**src/rtl/sub_pkg.sv**
```systemverilog
// Shared definitions for the pipelined subtracter: mode encodings and
// the bit positions of the flag bundle carried between core and pipeline.
`timescale 1ns/1ps
package sub_pkg;

  localparam logic [1:0] MODE_WRAP = 2'b00;
  localparam logic [1:0] MODE_USAT = 2'b01;
  localparam logic [1:0] MODE_SSAT = 2'b10;
  localparam logic [1:0] MODE_ACC  = 2'b11;

  localparam int FLAG_BORROW = 0;
  localparam int FLAG_OVF    = 1;
  localparam int FLAG_SAT    = 2;
  localparam int FLAG_ZERO   = 3;
  localparam int FLAG_NEG    = 4;
  localparam int FLAG_W      = 5;

endpackage

```
**src/rtl/sub_core.sv**
```systemverilog
// Combinational subtract core: minuend select, WIDTH+1 bit subtract,
// signed overflow detect, mode-dependent saturation and flag generation.
`timescale 1ns/1ps
module sub_core
  import sub_pkg::*;
#(
  parameter int WIDTH  = 8,
  parameter int MODE_W = 2
) (
  input  logic [WIDTH-1:0]  i_a,
  input  logic [WIDTH-1:0]  i_b,
  input  logic [WIDTH-1:0]  i_acc,
  input  logic [MODE_W-1:0] i_mode,
  input  logic              i_acc_ld,
  output logic [WIDTH-1:0]  o_res,
  output logic [FLAG_W-1:0] o_flags
);

  logic [WIDTH-1:0] w_m;
  logic [WIDTH:0]   w_diff;
  logic [WIDTH-1:0] w_raw;
  logic             w_borrow;
  logic             w_ovf;
  logic             w_sat;
  logic [WIDTH-1:0] w_res;

  // Signed clamp value: most negative when the minuend was negative, else most positive.
  function automatic logic signed [WIDTH-1:0] ssat_bound(input logic neg_side);
    logic signed [WIDTH-1:0] v_max;
    v_max = {1'b0, {(WIDTH-1){1'b1}}};
    return neg_side ? ~v_max : v_max;
  endfunction

  always_comb begin
    w_m      = ((i_mode == MODE_ACC) && !i_acc_ld) ? i_acc : i_a;
    w_diff   = {1'b0, w_m} - {1'b0, i_b};
    w_borrow = w_diff[WIDTH];
    w_raw    = w_diff[WIDTH-1:0];
    w_ovf    = (w_m[WIDTH-1] != i_b[WIDTH-1]) && (w_raw[WIDTH-1] != w_m[WIDTH-1]);

    w_res = w_raw;
    w_sat = 1'b0;
    case (i_mode)
      MODE_USAT: begin
        if (w_borrow) begin
          w_res = '0;
          w_sat = 1'b1;
        end
      end
      MODE_SSAT: begin
        if (w_ovf) begin
          w_res = ssat_bound(w_m[WIDTH-1]);
          w_sat = 1'b1;
        end
      end
      default: ;
    endcase

    o_res                = w_res;
    o_flags              = '0;
    o_flags[FLAG_BORROW] = w_borrow;
    o_flags[FLAG_OVF]    = w_ovf;
    o_flags[FLAG_SAT]    = w_sat;
    o_flags[FLAG_ZERO]   = (w_res == '0);
    o_flags[FLAG_NEG]    = w_res[WIDTH-1];
  end

endmodule

```
**src/rtl/sub_pipe_unit.sv**
```systemverilog
// Two-stage valid/ready subtracter: stage 1 captures operands, stage 2 registers
// the core result and flags; also owns the running-difference accumulator.
`timescale 1ns/1ps
module sub_pipe_unit
  import sub_pkg::*;
#(
  parameter int WIDTH  = 8,
  parameter int MODE_W = 2
) (
  input  logic              clk,
  input  logic              rst_n,
  input  logic              in_valid,
  output logic              in_ready,
  input  logic [WIDTH-1:0]  in_a,
  input  logic [WIDTH-1:0]  in_b,
  input  logic [MODE_W-1:0] in_mode,
  input  logic              in_acc_ld,
  input  logic              acc_clr,
  output logic              out_valid,
  input  logic              out_ready,
  output logic [WIDTH-1:0]  out_res,
  output logic              out_borrow,
  output logic              out_ovf,
  output logic              out_sat,
  output logic              out_zero,
  output logic              out_neg
);

  logic              r_vld_p1;
  logic [WIDTH-1:0]  r_a_p1;
  logic [WIDTH-1:0]  r_b_p1;
  logic [MODE_W-1:0] r_mode_p1;
  logic              r_ld_p1;

  logic              r_vld_p2;
  logic [WIDTH-1:0]  r_res_p2;
  logic [FLAG_W-1:0] r_flags_p2;

  logic [WIDTH-1:0]  r_acc;

  logic              w_s2_adv;
  logic              w_s1_adv;
  logic              w_accept;
  logic [WIDTH-1:0]  w_res;
  logic [FLAG_W-1:0] w_flags;

  assign w_s2_adv = !r_vld_p2 || out_ready;
  assign w_s1_adv = r_vld_p1 && w_s2_adv;
  assign in_ready = !r_vld_p1 || w_s2_adv;
  assign w_accept = in_valid && in_ready;

  // ---- stage 1: operand capture ----
  always_ff @(posedge clk or negedge rst_n) begin
    if (!rst_n) begin
      r_vld_p1 <= 1'b0;
    end else if (in_ready) begin
      r_vld_p1 <= in_valid;
    end
  end

  always_ff @(posedge clk) begin
    if (w_accept) begin
      r_a_p1    <= in_a;
      r_b_p1    <= in_b;
      r_mode_p1 <= in_mode;
      r_ld_p1   <= in_acc_ld;
    end
  end

  sub_core #(
    .WIDTH  (WIDTH),
    .MODE_W (MODE_W)
  ) u_core (
    .i_a      (r_a_p1),
    .i_b      (r_b_p1),
    .i_acc    (r_acc),
    .i_mode   (r_mode_p1),
    .i_acc_ld (r_ld_p1),
    .o_res    (w_res),
    .o_flags  (w_flags)
  );

  // ---- stage 2: result/flag register and accumulator ----
  always_ff @(posedge clk or negedge rst_n) begin
    if (!rst_n) begin
      r_vld_p2   <= 1'b0;
      r_res_p2   <= '0;
      r_flags_p2 <= '0;
      r_acc      <= '0;
    end else begin
      if (w_s2_adv) begin
        r_vld_p2 <= r_vld_p1;
      end
      if (w_s1_adv) begin
        r_res_p2   <= w_res;
        r_flags_p2 <= w_flags;
      end
      // Clear wins over a same-cycle ACC update; the retiring op already used the old acc.
      if (acc_clr) begin
        r_acc <= '0;
      end else if (w_s1_adv && (r_mode_p1 == MODE_ACC)) begin
        r_acc <= w_res;
      end
    end
  end

  assign out_valid  = r_vld_p2;
  assign out_res    = r_res_p2;
  assign out_borrow = r_flags_p2[FLAG_BORROW];
  assign out_ovf    = r_flags_p2[FLAG_OVF];
  assign out_sat    = r_flags_p2[FLAG_SAT];
  assign out_zero   = r_flags_p2[FLAG_ZERO];
  assign out_neg    = r_flags_p2[FLAG_NEG];

endmodule

```
**config.mk**
```make
export PLATFORM = sky130hd
export DESIGN_NAME = sub_pipe_unit
export DESIGN_NICKNAME = d
export VERILOG_FILES = /design/src/rtl/sub_pkg.sv /design/src/rtl/sub_core.sv /design/src/rtl/sub_pipe_unit.sv
export SDC_FILE = /design/constraint.sdc
export NUM_CORES = 1
export LEC_CHECK = 0
export ABC_AREA = 1
export ABC_CLOCK_PERIOD_IN_PS = 3400
export CORE_MARGIN = 1.5
export CORE_UTILIZATION = 47
export DETAILED_ROUTE_END_ITERATION = 8
export PLACE_DENSITY = 0.81
export SYNTH_ARGS = -nofsm -noshare
export SYNTH_HDL_FRONTEND = slang
export SYNTH_SLANG_ARGS = --single-unit
```
**constraint.sdc**
```tcl
create_clock -name clk -period 3.4 [get_ports clk]
set_clock_uncertainty 0.15 [all_clocks]
set_input_delay 0.51 -clock clk [delete_from_list [all_inputs] [get_ports clk]]
set_output_delay 0.51 -clock clk [all_outputs]
set_load 0.02 [all_outputs]
```
==> out/metrics.yaml, run 1 <==
synth_xor_area_share_pct: 0.812
power_density_mw_per_mm2: 529
max_freq_mhz: 293
holdCritPathClass: "flip-flop to flip-flop"
diodes: 0
die_area_mm2: 0.00501
start_util_pct: 49.2
clk_path_buf_depth: 2
vias: 1799
final_common_cell: "nand2_1"
cap_violations: 0
dp_slack_ns: -0.0472
drc_errors: 0
vdd_drop_max_v: 0.000258
worstSetupPathType: "flip-flop to flip-flop"
rows: 24
nets: 332
violations: "negative setup slack"
grt_pass1_wl_um: 7070
crit_path_end: "r_flags_p2[3]$_DFFE_PN0P_"
routabilityCongestion: 0.895
endpoint_kind: "flip-flop"
grt_max_degree: 23
grt_use_total_pct: 18.1
drt-total-wl_um: 4710
synth_top_family_by_area: "simple AND/OR/NAND/NOR gates"
reg2reg_from: "r_mode_p1[1]$_DFFE_PP_"
avgSynthCellArea_um2: 9.03
cts-root-buf: "clkbuf_8"
clkLatencyLatePin_ns: 0.30
syn-cell-area_mm2: 0.00216
post-route-period-util_pct: 101
finalMaxSlewViolations: 0
finalHoldViolations: 0
htree_levels: 2
synth.ff_latch_count: 41
r2r_setup_slack_ns: -0.02
fp.dieH_um: 70.8
cp_max_fo: 7
synthAdderAreaFrac_pct: 8.23
r2r_cells: 21
r2r_end: "r_flags_p2[3]$_DFFE_PN0P_"
syn2layout_area_growth_pct: 34.6
post-dp-hpwl_um: 3220
cp-start-kind: "flip-flop"
setup_ws_ns: -0.0178
drt_iter0_drc: 132
clock_sinks: 41
total_power_mw: 1.54
core_mm2: 0.00438
overflow: 0
crit_required_ns: 3.49
leakagePower_nw: 1.37
final_cell_mix: "55 x nand2_1, 39 x inv_1, 38 x clkdlybuf4s50_1, 22 x dfrtp_1, 19 x edfxtp_1"
numCtsBuffers: 5
ys_warn_count: 0
synth_nets: 276
drive_gt1_share_pct: 18.9
ant_nets: 0
synth_cell_types: 27
crit_start: "r_mode_p1[1]$_DFFE_PP_"
first_global_vias: 1620
tightest_slew_ns: 0.946
cts_tree: "built"
synth_mux_area_share_pct: 0
first_pass_iters: 4
clk_pin_slew_ns: 0.08
fin_area_mm2: 0.00290
io_buffer_count: 38
place_area_mm2: 0.00261
whs_ns: 0.327
critPathArrivalTime_ns: 3.51
yosys.area.top_type_share_pct: 26.4
synth_top_cell_by_area: "edfxtp_1"
drt-wirelength-per-cell_um: 13.5
fin_tns_setup_ns: -0.0202
grt_antenna_before_repair: 0
fin_crit_ns: 3.42
status: "finished, violations left"
via_per_inst: 5.17
ys_seq_area_share_pct: 51.9
setup_viol: 2
synth-simple-area-share_pct: 21.3
io_pins: 39
die_x_um: 70.8
maxSlewHeadroom_pct: 36.7
synth_area_leaders: "edfxtp_1 26%, dfrtp_1 26%, nand2_1 12%"
rsz0062_at_grt: "true"
synth_compound_area_share_pct: 9.68
syn_inst: 239
-- through the flow --
stage,utilization (%),std cells
6_report,66.2,348
5_1_grt,66.2,348
4_1_cts,62.2,339
3_5_place_dp,59.6,329
3_3_place_gp,59.6,329
2_1_floorplan,-,239
-- routing by layer --
| metal | vias to the layer above | global-route usage [%] | wire [µm] |
|---|---|---|---|
| met5 | - | 0 | 0 |
| met2 | 68 | 29.6 | 2340 |
| met4 | 0 | 6.71 | 91 |
| met1 | 843 | 22.6 | 1970 |
| li1 | 881 | - | - |
| met3 | 7 | 5.56 | 311 |
-- final cells by class --
class | count | area (µm²)
Fill cell | 359 | 1480
Sequential cell | 41 | 1120
Clock inverter | 3 | 16.3
Inverter | 41 | 154
Timing Repair Buffer | 52 | 485
Clock buffer | 5 | 68.8
Multi-Input combinational cell | 154 | 993
Tap cell | 52 | 65.1
-- report_power, final --
group          switching, mW  internal, mW
logic                  0.330         0.266
registers             0.0378         0.596
clock network          0.166         0.142
-- sequential cells by signal, summed over array words and instances (netlist names) --
| register | cells |
|---|---|
| r_acc | 8 |
| out_valid | 1 |
| r_flags_p2 | 4 |
| r_b_p1 | 8 |
| r_a_p1 | 8 |
| r_vld_p1 | 1 |
| out_res | 8 |
| r_mode_p1 | 2 |
| r_ld_p1 | 1 |
-- logic make-up (layout without fill, tap and decap cells) --
| family | after synthesis | after routing |
|---|---|---|
| AOI/OAI and AO/OA | 35 | 35 |
| xor gates and xnor gates | 2 | 2 |
| buffers and inverters | 45 | 101 |
| and+or+nand+nor | 103 | 104 |
| DFF | 41 | 41 |
| adders and majority gates | 13 | 13 |
-- Yosys cell counts (all sizes together) --
master  number
nand4        2
a21oi        5
or2          1
dfrtp       22
o22ai        7
o21ai       17
buf          2
edfxtp      19
inv         41
fa           2
nand3       13
nand3b       2
xor2         1
xnor2        1
o21a         1
clkbuf       2
o21bai       4
nor2        11
nand2       74
ha          11
a31oi        1
-- worst max-delay path, stage by stage (launching register included) --
cell and delay [ns]:
edfxtp_1 0.42, ha_4 0.22, nand2_8 0.08, nand2_1 0.07, o21ai_0 0.09, ha_1 0.35, nand2_2 0.07, nor2_1 0.13
nand2_1 0.11, nand3_2 0.10, a21oi_2 0.07, o21bai_1 0.18, fa_1 0.49, inv_2 0.10, nand3_2 0.08, nand2_2 0.08
nand3_4 0.18, nand2_4 0.14, inv_1 0.04, nor2_1 0.09, nand3_1 0.07, nand2_1 0.06
-- timing repair --
action	4_1_cts	5_1_grt
setup buffers	2	8
pin swaps	2	22
endpoints found under the setup margin	1	18
resized for setup	5	31
cloned	0	1
hold buffers	0	0
-- worst min-delay path by stage --
stage / startpoint / end / slack, ns / cells past startpoint
detailed placement: r_flags_p2[3]$_DFFE_PN0P_ / r_flags_p2[3]$_DFFE_PN0P_ / 0.32 / 2
floorplan: rst_n / out_res[0]$_DFFE_PN0P_ / 0.06 / 0
global route: r_flags_p2[1]$_DFFE_PN0P_ / r_flags_p2[1]$_DFFE_PN0P_ / 0.37 / 2
global placement: out_res[4]$_DFFE_PN0P_ / out_res[4]$_DFFE_PN0P_ / 0.31 / 2
finish: r_flags_p2[3]$_DFFE_PN0P_ / r_flags_p2[3]$_DFFE_PN0P_ / 0.33 / 2
CTS: out_res[4]$_DFFE_PN0P_ / out_res[4]$_DFFE_PN0P_ / 0.34 / 2
No activity file was read; power rests on OpenSTA's default activity.
==> run 2: changes to the inputs <==
ABC_CLOCK_PERIOD_IN_PS = 3650   (was 3400)
CORE_ASPECT_RATIO = 1.2   (was not set)
CORE_UTILIZATION = 48   (was 47)
PLACE_DENSITY = 0.78   (was 0.81)
SYNTH_HIERARCHICAL = 1   (was not set)
clock period = 3.65 ns   (was 3.4 ns; I/O delays follow)
==> out/metrics.yaml, run 2 <==
final_cell_mix: "84 x nand2_1, 43 x inv_1, 38 x clkdlybuf4s50_1, 26 x nand3_1, 23 x dfrtp_1"  # was 55 x nand2_1, 39 x inv_1, 38 x clkdlybuf4s50_1, 22 x dfrtp_1, 19 x edfxtp_1
clk_path_buf_depth: 2  # unchanged
synth.ff_latch_count: 42  # was 41
status: "finished clean"  # was finished, violations left
ctsHoldBuffers: 0  # unchanged
start_util_pct: 49.2  # about the same
synth_top_family_by_area: "simple AND/OR/NAND/NOR gates"  # unchanged
vdd_drop_max_v: 0.000301  # was 0.000258 V
ys_warn_count: 6  # was 0
async_flop_share_pct: 54.8  # was 53.7%
tightest_slew_ns: 0.978  # was 0.946 ns
synth_nets: 312  # was 276
synth_mux_area_share_pct: 2.77  # was 0%
first_pass_iters: 4  # unchanged
first_global_vias: 1859  # was 1620
finalHoldViolations: 0  # unchanged
ys_seq_area_share_pct: 47.8  # was 51.9%
grt_pass1_wl_um: 8060  # was 7070 µm
clk_pin_slew_ns: 0.09  # was 0.08 ns
syn_inst: 275  # was 239
clock_sinks: 42  # was 41
syn2layout_area_growth_pct: 27.9  # was 34.6%
cp-start-kind: "flip-flop"  # unchanged
synthAdderAreaFrac_pct: 7.41  # was 8.23%
die_area_mm2: 0.00543  # was 0.00501 mm²
leakagePower_nw: 1.55  # was 1.37 nW
nets: 357  # was 332
ys_top_cells_by_count: "93 x nand2_1, 45 x inv_1, 30 x nand3_1, 23 x dfrtp_1, 19 x edfxtp_1"  # was 68 x nand2_1, 41 x inv_1, 22 x dfrtp_1, 19 x edfxtp_1, 17 x o21ai_0
ys.flop_type: "dfrtp_1"  # unchanged
synth_area_leaders: "dfrtp_1 24%, edfxtp_1 24%, nand2_1 15%"  # was edfxtp_1 26%, dfrtp_1 26%, nand2_1 12%
whs_ns: 0.323  # was 0.327 ns
cp_max_fo: 7  # unchanged
yosysMostFrequentCell: "nand2_1"  # unchanged
io_pins: 39  # unchanged
finalMaxSlewViolations: 0  # unchanged
power_density_mw_per_mm2: 473  # was 529 mW/mm²
holdCritPathClass: "flip-flop to flip-flop"  # unchanged
final_common_cell: "nand2_1"  # unchanged
grt_max_degree: 24  # was 23
drt_iter0_drc: 90  # was 132
fin_crit_ns: 3.53  # was 3.42 ns
crit_required_ns: 3.73  # was 3.49 ns
fp.dieH_um: 80.4  # was 70.8 µm
post-route-period-util_pct: 96.6  # was 101%
synth_cell_types: 30  # was 27
vias: 1908  # was 1799
post-dp-hpwl_um: 3720  # was 3220 µm
endpoint_kind: "flip-flop"  # unchanged
overflow: 0  # unchanged
routabilityCongestion: 0.836  # was 0.895
clkLatencyLatePin_ns: 0.30  # about the same
avgSynthCellArea_um2: 8.72  # was 9.03 µm²
drt-wirelength-per-cell_um: 13.1  # was 13.5 µm
die_x_um: 67.5  # was 70.8 µm
maxSlewHeadroom_pct: 34.6  # was 36.7%
synth_edf_count: 19  # unchanged
grt_antenna_before_repair: 0  # unchanged
cts-root-buf: "clkbuf_8"  # unchanged
grt_use_total_pct: 20.4  # was 18.1%
rows: 28  # was 24
via_per_inst: 5.01  # was 5.17
synth_xor_area_share_pct: 0.365  # was 0.812%
yosys.area.top_type_share_pct: 24.0  # was 26.4%
critPathArrivalTime_ns: 3.61  # was 3.51 ns
synth_top_cell_by_area: "dfrtp_1"  # was edfxtp_1
worstSetupPathType: "flip-flop to flip-flop"  # unchanged
ant_nets: 0  # unchanged
synth-simple-area-share_pct: 29.3  # was 21.3%
synth_compound_area_share_pct: 2.51  # was 9.68%
cap_violations: 0  # unchanged
io_buffer_count: 38  # unchanged
rsz0062_at_grt: "true"  # unchanged
fin_util_pct: 63.0  # was 66.2%
diodes: 0  # unchanged
setup_viol: 0  # was 2
drc_errors: 0  # unchanged
drt-total-wl_um: 4990  # was 4710 µm
cts_tree: "built"  # unchanged
max_freq_mhz: 284  # was 293 MHz
numCtsBuffers: 5  # unchanged
core_mm2: 0.00487  # was 0.00438 mm²
syn-cell-area_mm2: 0.00240  # was 0.00216 mm²
htree_levels: 2  # unchanged
drive_gt1_share_pct: 19.9  # was 18.9%
## run 2: cell types whose count changed after synthesis, moves of 3 or more
cell      delta
nand2_1     +25
nand3_1     +19
o21ai_0     -15
o22ai_1      -7
nor2_1       -6
mux2_2       +5
inv_1        +4
o21bai_1     -4
buf_4        +3
inv_2        +3
nand2_4      +3
## run 2: final timing paths
| check | start | end | slack [ns] | cells after the start |
|---|---|---|---|---|
| max | r_mode_p1[1]$_DFFE_PP_ | r_acc[2]$_DFFE_PN0P_ | 0.12 | 19 |
| min | r_flags_p2[1]$_DFFE_PN0P_ | r_flags_p2[1]$_DFFE_PN0P_ | 0.32 | 2 |
| max reg2reg | r_mode_p1[1]$_DFFE_PP_ | r_acc[2]$_DFFE_PN0P_ | 0.12 | 19 |
| min reg2reg | r_flags_p2[1]$_DFFE_PN0P_ | r_flags_p2[1]$_DFFE_PN0P_ | 0.32 | 2 |
| max in group asynchronous | rst_n | r_vld_p1$_DFFE_PN0P_ | 2.12 | 1 |
| min in group asynchronous | rst_n | r_flags_p2[4]$_DFFE_PN0P_ | 0.63 | 1 |
## run 2: per-stage QoR
stage	instance area (µm²)	TNS [ns]	cells	worst slack, ns	total power [mW]
finish	3070	0	381	0.123	1.45
global route	3070	-0.100	381	-0.0445	1.55
CTS	2940	0	379	0.00783	1.42
detailed placement	2830	-0.218	371	-0.0800	1.10
global placement	2830	0	371	0.0541	1.09
floorplan	2400	0	275	0.0470	0.926
## run 2: worst max-delay path, cell delays in order (launching register included)
cell and delay, ns:
edfxtp_1 0.40, ha_2 0.23, nand2_4 0.11, mux2_4 0.33, ha_4 0.27, nand2_2 0.08
inv_2 0.04, nand3_2 0.08, nand3_2 0.08, nand2_2 0.09, a21oi_2 0.05, or2_4 0.23
fa_2 0.58, buf_6 0.12, nand4_4 0.15, nand2_2 0.12, nand2_1 0.07, inv_1 0.09
nand3_1 0.09, nand2_1 0.11
## run 2: area by class of cell
| cell class | instances | area, µm² |
|---|---|---|
| Inverter | 49 | 184 |
| Tap cell | 60 | 75.1 |
| Clock buffer | 5 | 68.8 |
| Sequential cell | 42 | 1150 |
| Timing Repair Buffer | 44 | 429 |
| Multi-Input combinational cell | 178 | 1140 |
| Clock inverter | 3 | 18.8 |
| Fill cell | 410 | 1800 |
## run 2: timing repair
item                                    4_1_cts  5_1_grt
buffers inserted                              0        2
gates resized for setup                       3       27
pin swaps                                     0       14
endpoints found under the setup margin        7       19
## run 2: report_power, final
group	internal, mW	leakage [nW]	switching (mW)
clock network	0.135	0.0483	0.170
logic	0.237	1.02	0.312
registers	0.564	0.484	0.0348
total	0.935	1.55	0.517
## run 2: cell families after synthesis
kind of cell	count (synthesis)
flops	42
xor+xnor	1
buf+inv	55
compound gates	9
simple gates	149
fa+ha+maj	13
mux	6
## run 2: layer usage
metal  vias up  part of all wire, %  GRT usage [%]
li1        950                    -              -
met3        23                  5.2           4.90
met4         0                  5.3           11.6
met1       853                   38           22.5
met2        82                   51           34.8
met5         -                    0              0
==> run 3: changes to the inputs <==
ABC_CLOCK_PERIOD_IN_PS = not set   (was 3650)
REMOVE_ABC_BUFFERS = 1   (was not set)
==> out/metrics.yaml, run 3 (synthesis gave the netlist of run 2 again) <==
status: "finished clean"  # unchanged
setup_viol: 0  # unchanged
power_frac_comb_pct: 36.5  # was 37.8%
fp.dieH_um: 80.4  # unchanged
fin_crit_ns: 3.56  # was 3.53 ns
intPower_mw: 0.982  # was 0.935 mW
post-route-period-util_pct: 97.6  # was 96.6%
post-dp-hpwl_um: 3500  # was 3720 µm
overflow: 0  # unchanged
diodes: 0  # unchanged
via_per_inst: 4.98  # was 5.01
first_global_vias: 1783  # was 1859
numCtsBuffers: 5  # unchanged
htree_levels: 2  # unchanged
r2r_setup_slack_ns: 0.09  # was 0.12 ns
p_sw_mw: 0.506  # was 0.517 mW
grt_antenna_before_repair: 0  # unchanged
clk_pin_slew_ns: 0.08  # was 0.09 ns
endpoint_kind: "flip-flop"  # unchanged
p_clk_share_pct: 23.1  # was 21.0%
worstSetupPathType: "flip-flop to flip-flop"  # unchanged
finalNonFillerCells: 384  # was 381
ant_nets: 0  # unchanged
setup_ws_ns: 0.0872  # was 0.123 ns
io_pins: 39  # unchanged
max_freq_mhz: 281  # was 284 MHz
drt-total-wl_um: 4980  # was 4990 µm
tightest_slew_ns: 0.983  # was 0.978 ns
power_density_mw_per_mm2: 477  # was 473 mW/mm²
cp_max_fo: 6  # was 7
first_pass_iters: 4  # unchanged
syn2layout_area_growth_pct: 30.1  # was 27.9%
holdCritPathClass: "flip-flop to flip-flop"  # unchanged
start_util_pct: 49.2  # unchanged
clk_path_buf_depth: 2  # unchanged
routabilityCongestion: 0.910  # was 0.836
fin_util_pct: 64.1  # was 63.0%
cap_violations: 0  # unchanged
drt_iter0_drc: 102  # was 90
nets: 360  # was 357
core_mm2: 0.00487  # unchanged
drive_gt1_share_pct: 20.7  # was 19.9%
grt_max_degree: 24  # unchanged
vdd_drop_max_v: 0.000255  # was 0.000301 V
grt_use_total_pct: 19.5  # was 20.4%
sw_frac_of_total_pct: 34.0  # was 35.6%
vias: 1914  # was 1908
finalHoldViolations: 0  # unchanged
cts_tree: "built"  # unchanged
leakagePower_nw: 1.57  # was 1.55 nW
finalMaxSlewViolations: 0  # unchanged
die_area_mm2: 0.00543  # unchanged
final_common_cell: "nand2_1"  # unchanged
die_x_um: 67.5  # unchanged
drc_errors: 0  # unchanged
clock_sinks: 42  # unchanged
clkLatencyLatePin_ns: 0.30  # about the same
rows: 28  # unchanged
grt_pass1_wl_um: 7760  # was 8060 µm
dp.cells: 372  # was 371
cp-start-kind: "flip-flop"  # unchanged
cts-root-buf: "clkbuf_8"  # unchanged
critPathArrivalTime_ns: 3.65  # was 3.61 ns
dp_slack_ns: -0.0548  # was -0.0800 ns
maxSlewHeadroom_pct: 34.3  # was 34.6%
seqPwrFrac_pct: 40.4  # was 41.2%
io_buffer_count: 38  # unchanged
crit_required_ns: 3.74  # was 3.73 ns
drt-wirelength-per-cell_um: 13.0  # was 13.1 µm
final_cell_mix: "86 x nand2_1, 43 x inv_1, 38 x clkdlybuf4s50_1, 27 x nand3_1, 23 x dfrtp_1"  # was 84 x nand2_1, 43 x inv_1, 38 x clkdlybuf4s50_1, 26 x nand3_1, 23 x dfrtp_1
[run 3: cell count changes in the layout (fill, tap and decap cells not counted), moves of 2 or more]
cell / previous run / this run
clkinv_2: 2 / 0
nand2_1: 84 / 86
o21ai_2: 1 / 3
buf_4: 5 / 8
nand2_2: 16 / 14
[run 3: final timing paths]
path,from,endpoint,depth (start not counted)
min in group asynchronous,rst_n,r_acc[0]$_DFFE_PN0P_,1
worst max register to register,r_mode_p1[1]$_DFFE_PP_,r_acc[5]$_DFFE_PN0P_,19
worst min register to register,r_flags_p2[4]$_DFFE_PN0P_,r_flags_p2[4]$_DFFE_PN0P_,2
worst max-delay path,r_mode_p1[1]$_DFFE_PP_,r_acc[5]$_DFFE_PN0P_,19
max in group asynchronous,rst_n,r_acc[2]$_DFFE_PN0P_,1
worst min-delay path,r_flags_p2[4]$_DFFE_PN0P_,r_flags_p2[4]$_DFFE_PN0P_,2
[run 3: layout make-up]
class	instances	area, µm²
Clock buffer	7	97.6
Clock inverter	1	6.26
Fill cell	389	1750
Inverter	49	184
Multi-Input combinational cell	178	1160
Sequential cell	42	1150
Tap cell	60	75.1
Timing Repair Buffer	47	452
[run 3: critical path: stages (launching register included)]
cell and delay, ns:
edfxtp_1 0.44, ha_4 0.20, nand2_4 0.10, mux2_4 0.32, ha_4 0.23, nand2_1 0.08, nand2_2 0.08, nand2_2 0.10
nand3_2 0.10, nand2_2 0.09, a21oi_2 0.05, or2_4 0.23, fa_2 0.58, buf_6 0.12, nand4_4 0.16, nand2_1 0.14
nand2_2 0.06, inv_1 0.08, nand3_1 0.10, nand2_1 0.11
[run 3: power by group through the flow]
stage / Combinational (mW) / Clock [mW] / Sequential [mW]
floorplan: 0.246 / 0 / 0.662
global placement: 0.479 / 0 / 0.607
detailed placement: 0.486 / 0 / 0.610
CTS: 0.493 / 0.350 / 0.600
global route: 0.602 / 0.370 / 0.609
finish: 0.544 / 0.344 / 0.600
[run 3: repair_timing]
| action | CTS | global route |
|---|---|---|
| hold buffers | 0 | 0 |
| pin swaps | 0 | 11 |
| endpoints found under the setup margin | 8 | 19 |
| buffers inserted | 1 | 3 |
| resized for setup | 2 | 31 |
[run 3: layer usage]
metal	up-vias	GRT usage [%]	part of all wire [%]
li1	958	-	-
met1	889	23.3	42
met2	54	32.9	52
met3	13	4.20	3.9
met4	0	9.18	2.5
met5	-	0	0
[run 3: metrics by stage]
stage          hold WS, ns  setup TNS, ns  power (mW)  cell area [µm²]
4_1_cts              0.327              0        1.44             2960
3_5_place_dp         0.308         -0.125        1.10             2840
6_report             0.322              0        1.49             3120
2_1_floorplan        0.102              0       0.908             2340
5_1_grt              0.353         -0.319        1.58             3120
3_3_place_gp         0.304              0        1.09             2840
